**src/rtl/spi_reg_ctrl.sv**
```systemverilog
// spi_reg_ctrl: decodes command/data frames received through spi_slave,
// maintains an exported register file and stages read data on data_to_send.
// Optional feature macro: SPI_REG_AUTOINC_EN (burst writes with address
// auto-increment). Without it, one data byte is written per frame.
module spi_reg_ctrl #(
   parameter int NUM_REGS = 16
) (
   input  logic                  system_clk,
   input  logic                  system_rst_n,
   input  logic                  spi_cs,
   input  logic                  spi_data_ready,
   input  logic [7:0]            spi_rx_data,
   output logic                  spi_read_ack,
   output logic [7:0]            data_to_send,
   input  logic [7:0]            status_in,
   output logic [8*NUM_REGS-1:0] regs_out,
   output logic                  wr_strobe,
   output logic [6:0]            wr_addr,
   output logic                  err_flag
);

   localparam logic [6:0] NUM_REGS_A  = 7'(NUM_REGS);
   localparam logic [6:0] ADDR_ERR    = 7'h7E;
   localparam logic [6:0] ADDR_STATUS = 7'h7F;

   typedef enum logic [1:0] {ST_CMD, ST_DATA, ST_DRAIN} state_t;

   state_t     state_reg, state_next;
   logic       armed_reg, armed_next;
   logic       cs_sync1_reg, cs_sync2_reg, cs_prev_reg;
   logic       cs_rise;
   logic       accept;
   logic [6:0] rx_addr;
   logic [6:0] addr_reg, addr_next;
   logic       data_seen_reg, data_seen_next;
   logic [7:0] regs_reg [NUM_REGS];
   logic [7:0] reg_sel;
   logic       wr_en, rd_en, err_set, err_clr;
   logic [7:0] rd_data;

   assign rx_addr = spi_rx_data[6:0];
   // The cycle where ack is already high is skipped: the slave drops ready on that edge.
   assign accept  = spi_data_ready & ~spi_read_ack;
   assign cs_rise = cs_sync2_reg & ~cs_prev_reg;

   // CS synchronizer and rise detector; flops reset low so a CS that is idle
   // high at reset release arms the decoder, while a mid-frame reset waits for the frame end.
   always_ff @(posedge system_clk or negedge system_rst_n) begin
      if (!system_rst_n) begin
         cs_sync1_reg <= 1'b0;
         cs_sync2_reg <= 1'b0;
         cs_prev_reg  <= 1'b0;
      end else begin
         cs_sync1_reg <= spi_cs;
         cs_sync2_reg <= cs_sync1_reg;
         cs_prev_reg  <= cs_sync2_reg;
      end
   end

   // FSM state register; armed_reg gates command decoding until the first CS rise.
   always_ff @(posedge system_clk or negedge system_rst_n) begin
      if (!system_rst_n) begin
         state_reg <= ST_CMD;
         armed_reg <= 1'b0;
      end else begin
         state_reg <= state_next;
         armed_reg <= armed_next;
      end
   end

   // Next-state logic; a CS rise always wins so the byte of the same cycle is processed first.
   always_comb begin
      state_next = state_reg;
      armed_next = armed_reg;
      case (state_reg)
         ST_CMD: begin
            if (accept && armed_reg)
               state_next = spi_rx_data[7] ? ST_DRAIN : ST_DATA;
         end
         ST_DATA: begin
`ifdef SPI_REG_AUTOINC_EN
            state_next = ST_DATA;
`else
            if (accept)
               state_next = ST_DRAIN;
`endif
         end
         default: state_next = state_reg;
      endcase
      if (cs_rise) begin
         state_next = ST_CMD;
         armed_next = 1'b1;
      end
   end

   // Register-file read mux indexed by the incoming command address.
   always_comb begin
      reg_sel = 8'h00;
      for (int k = 0; k < NUM_REGS; k++)
         if (rx_addr == 7'(k))
            reg_sel = regs_reg[k];
   end

   // Output decode: write/read enables, error set/clear and address bookkeeping.
   always_comb begin
      wr_en          = 1'b0;
      rd_en          = 1'b0;
      rd_data        = 8'h00;
      err_set        = 1'b0;
      err_clr        = 1'b0;
      addr_next      = addr_reg;
      data_seen_next = data_seen_reg;
      case (state_reg)
         ST_CMD: begin
            if (accept && armed_reg) begin
               addr_next      = rx_addr;
               data_seen_next = 1'b0;
               if (spi_rx_data[7]) begin
                  rd_en = 1'b1;
                  if (rx_addr < NUM_REGS_A)
                     rd_data = reg_sel;
                  else if (rx_addr == ADDR_STATUS)
                     rd_data = status_in;
                  else if (rx_addr == ADDR_ERR) begin
                     rd_data = {7'b0, err_flag};
                     err_clr = 1'b1;
                  end else
                     err_set = 1'b1;
               end
            end
         end
         ST_DATA: begin
            if (accept) begin
               data_seen_next = 1'b1;
               if (addr_reg < NUM_REGS_A) begin
                  wr_en = 1'b1;
`ifdef SPI_REG_AUTOINC_EN
                  addr_next = (addr_reg == NUM_REGS_A - 7'd1) ? 7'd0 : addr_reg + 7'd1;
`endif
               end else
                  err_set = 1'b1;
            end else if (cs_rise && !data_seen_reg)
               err_set = 1'b1;
         end
         default: ;
      endcase
   end

   // Registered outputs and address tracking; a new error beats a coincident clear.
   always_ff @(posedge system_clk or negedge system_rst_n) begin
      if (!system_rst_n) begin
         spi_read_ack  <= 1'b0;
         data_to_send  <= 8'h00;
         wr_strobe     <= 1'b0;
         wr_addr       <= 7'd0;
         err_flag      <= 1'b0;
         addr_reg      <= 7'd0;
         data_seen_reg <= 1'b0;
      end else begin
         spi_read_ack  <= accept;
         wr_strobe     <= wr_en;
         addr_reg      <= addr_next;
         data_seen_reg <= data_seen_next;
         if (wr_en)
            wr_addr <= addr_reg;
         if (rd_en)
            data_to_send <= rd_data;
         if (err_set)
            err_flag <= 1'b1;
         else if (err_clr)
            err_flag <= 1'b0;
      end
   end

   genvar gi;
   generate
      for (gi = 0; gi < NUM_REGS; gi++) begin : g_regs
         // One register of the file, written when a committed write targets it.
         always_ff @(posedge system_clk or negedge system_rst_n) begin
            if (!system_rst_n)
               regs_reg[gi] <= 8'h00;
            else if (wr_en && addr_reg == 7'(gi))
               regs_reg[gi] <= spi_rx_data;
         end
         assign regs_out[8*gi +: 8] = regs_reg[gi];
      end
   endgenerate

endmodule

```
**config.mk**
```make
export PLATFORM = sky130hd
export DESIGN_NAME = spi_reg_ctrl
export DESIGN_NICKNAME = d
export VERILOG_FILES = /design/src/rtl/spi_reg_ctrl.sv
export SDC_FILE = /design/constraint.sdc
export NUM_CORES = 1
export LEC_CHECK = 0
export CORE_ASPECT_RATIO = 0.8
export CORE_MARGIN = 4
export CORE_UTILIZATION = 39
export CTS_BUF_LIST = sky130_fd_sc_hd__clkbuf_16
export CTS_CLUSTER_DIAMETER = 40
export CTS_CLUSTER_SIZE = 12
export DETAILED_ROUTE_END_ITERATION = 16
export SLEW_MARGIN = 0
export SYNTH_ARGS = -nofsm -noshare
export SYNTH_HDL_FRONTEND = slang
export SYNTH_SLANG_ARGS = --single-unit
```
**constraint.sdc**
```tcl
create_clock -name system_clk -period 2.3 [get_ports system_clk]
set_clock_uncertainty 0.1 [all_clocks]
set_input_delay 0.23 -clock system_clk [delete_from_list [all_inputs] [get_ports system_clk]]
set_output_delay 0.23 -clock system_clk [all_outputs]
set_load 0.01 [all_outputs]
```
==> results.yml <==
power:
  p_int_w: 0.00496
  clkPwrFrac: 0.372
  ir_drop_uv: 425
  leakagePower_nw: 4.86
  powerDensity_nw_per_um2: 644
  p_sw_w: 0.00194
  combPwrFrac: 0.157
  p_sw_frac: 0.282
  p_seq_frac: 0.471
critical_path:
  ff2ff_setup_slack_ns: 0.13
  path_max_fanout: 5
  worst_ep_arrival_time_ns: 2.39
  slowest_delay_ns: 0.45
  start_kind: "register"
  rr_worst_depth: 8
  critical_path.most_common_cell: "buf_4"
  regToRegEndpoint: "regs_out[46]"
  crit_chain: "nor3b_4 > nand3_4 > clkinv_2 > nand3b_4 > buf_4 > nor2_2 > buf_4 > mux2_2"
  cp_slowest_cell: "dfrtp_1"
  path_class: "register to register"
  endpoint_kind: "register"
  cp_data_required_time_ns: 2.52
  reg2reg_from: "state_reg[1]"
sta:
  setup_tns_ns: 0
  worst_pin_slew_ns: 0.483
  drv_slew: 0
  finalCritPeriodShare: 0.943
  setup_viol: 0
  rsz0062_at_grt: "false"
  worst_slack_ns: 0.130
  min_period_ns: 2.17
  max_freq_mhz: 461
  finalHoldViolCount: 0
  slew_headroom: 0.677
place:
  dpl.hpwl_um: 18800
  place_area_um2: 10200
  gp_congestion: 0.897
  place_inst: 1070
  io_buffers: 165
  dp_slack_ns: -0.131
final_layout:
  layout_common_cells: "161 x clkdlybuf4s50_1, 160 x dfrtp_1, 135 x mux2_2"
  drive_gt1_frac: 0.322
  syn2layout_area_growth_pct: 38.9
  nNetsFinal: 852
  layout_commonest_cell: "clkdlybuf4s50_1"
  n_antenna_cell: 0
  stdcell_count: 1103
  final_area_um2: 10700
  largest_reg_flops: 128
routing:
  drc_errors: 0
  wl_per_cell_um: 23.0
  ant_nets: 0
  routed-via-count: 6064
  wl_um: 25400
  viasPerCell: 5.50
  firstDrtPassIters: 5
  drt_first_iter_violations: 493
worst_hold_path:
  holdPathStages: 1
  whs_endpoint: "cs_sync1_reg"
  min-delay-start: "spi_cs"
  hold_path_class: "primary input to register"
grt:
  grt.total_usage: 0.236
  grt_util_met1: 0.354
  grt_use_met2: 0.345
  grt_max_degree: 65
  busiest_layer: "met1"
  grt-ovfl-total: 0
  antenna_found_initial: 0
  grt_use_met3: 0.0482
  grt_pass1_vias: 6433
  grt_pass1_wl_um: 39200
floorplan:
  die_x_um: 165
  coreArea_um2: 19200
  start_util: 0.402
  die-area_um2: 22100
  rows: 45
  top_level_ports: 166
  die_y_um: 134
clock_tree:
  post_cts_buffers: 0
  cts_tree: "done"
  clock_path_buffers: 2
  htree_levels: 4
  path_clk_slew_ns: 0.07
  clock_latency_ns: 0.43
  cts_buffers: 17
  cts_root_buf: "clkbuf_16"
  cts.sinks: 160
synth:
  syn-mean-instance-area_um2: 12.4
  synth.area.mux_share: 0.254
  synth_adder_area_share: 0
  syn-num-nets: 644
  synth-compound-area-share: 0.0881
  synth_top_family_by_area: "multiplexers"
  yosys.area_share.simple: 0.109
  synth.yosys.seq_area_share: 0.519
  synth.cell_area_um2: 7710
  ys_types: 67
  yosysWarnings: 0
  synth-seq-cells: 160
  synth_area_leaders: "dfrtp_1 52%, mux2_2 20%, mux4_2 2.9%"
  synth_edf_count: 0
  synth_flop_cell: "dfrtp_1"
  synthXorXnorAreaFrac: 0
  yosys.area.top_type_share: 0.519
  synthArstFlopShare: 1.00
  yosysTopAreaCell: "dfrtp_1"
  netlist_instances: 624
run:
  maxCapViolCount: 0
status:
  status: "completed"
==> how the worst max path moves through the flow <==
stage | startpoint | to | cells past startpoint
detailed placement | spi_data_ready | regs_out[47] | 9
finish | state_reg[1] | regs_out[46] | 8
CTS | addr_reg[6] | regs_out[71] | 8
global placement | spi_data_ready | regs_out[41] | 9
floorplan | spi_read_ack | regs_out[10] | 7
global route | state_reg[1] | regs_out[65] | 8
==> layer usage <==
metal,share of wire,up-vias
li1,-,2711
met1,0.48,3092
met2,0.44,230
met3,0.070,31
met4,0.017,0
met5,0,-
==> through the flow <==
stage	total power (W)	utilization	hold WS, ns
floorplan	0.00375	-	-0.166
global placement	0.00436	0.530	0.0862
detailed placement	0.00438	0.530	0.0908
CTS	0.00695	0.557	0.131
global route	0.00720	0.558	0.141
finish	0.00690	0.558	0.143
==> timing repair <==
action | CTS | global route
endpoints found under the hold margin | 44 | 0
setup endpoints to repair | 0 | 1
resized for setup | 0 | 1
hold buffers | 1 | 0
==> layout make-up <==
type	instances	area (um2)
clock buffer	17	425
clock inverter	15	98.8
fill	1584	8490
inverter	9	35.0
multi-input combinational	409	3480
sequential	160	4000
tap	258	323
timing repair buffer	235	2340
==> worst max-delay path, delay by kind of cell (launching register included) <==
family	cells	cell delay (ns)
buf+inv	3	0.47
flops	1	0.45
mux	1	0.33
simple gates	4	0.70
==> synth_stat cells, types with 3 or more instances <==
master,number
o2bb2ai_1,3
nor3_1,8
nand3b_1,4
nor2_2,6
mux2_4,8
nor3_2,3
a311oi_1,4
and3_1,5
dfrtp_1,160
o211ai_1,4
a221oi_1,7
mux2i_1,9
nor2b_1,9
o2111ai_1,3
clkbuf_1,33
or3_1,4
a22oi_1,4
o221ai_1,4
nand3_1,10
nor2_1,22
buf_2,9
inv_1,8
a31oi_1,4
and2_1,4
mux4_2,10
o22ai_1,3
mux2_2,135
a21oi_1,25
o21ai_0,18
nand2b_1,13
nand2_1,41
nand4_1,3
==> power by group through the flow <==
stage / clock network [W] / logic (W) / registers [W]
floorplan: 0 / 0.000490 / 0.00326
detailed placement: 0 / 0.00109 / 0.00329
global placement: 0 / 0.00107 / 0.00329
CTS: 0.00262 / 0.00109 / 0.00324
global route: 0.00274 / 0.00118 / 0.00328
finish: 0.00256 / 0.00109 / 0.00325
==> logic make-up after synthesis <==
| group | count (synthesis) |
|---|---|
| AND/OR/NAND/NOR | 148 |
| AO/OA/AOI/OAI | 99 |
| multiplexers | 162 |
| buffers and inverters | 55 |
| flip-flops | 160 |
Note: power is estimated with default switching activity, not from simulation.
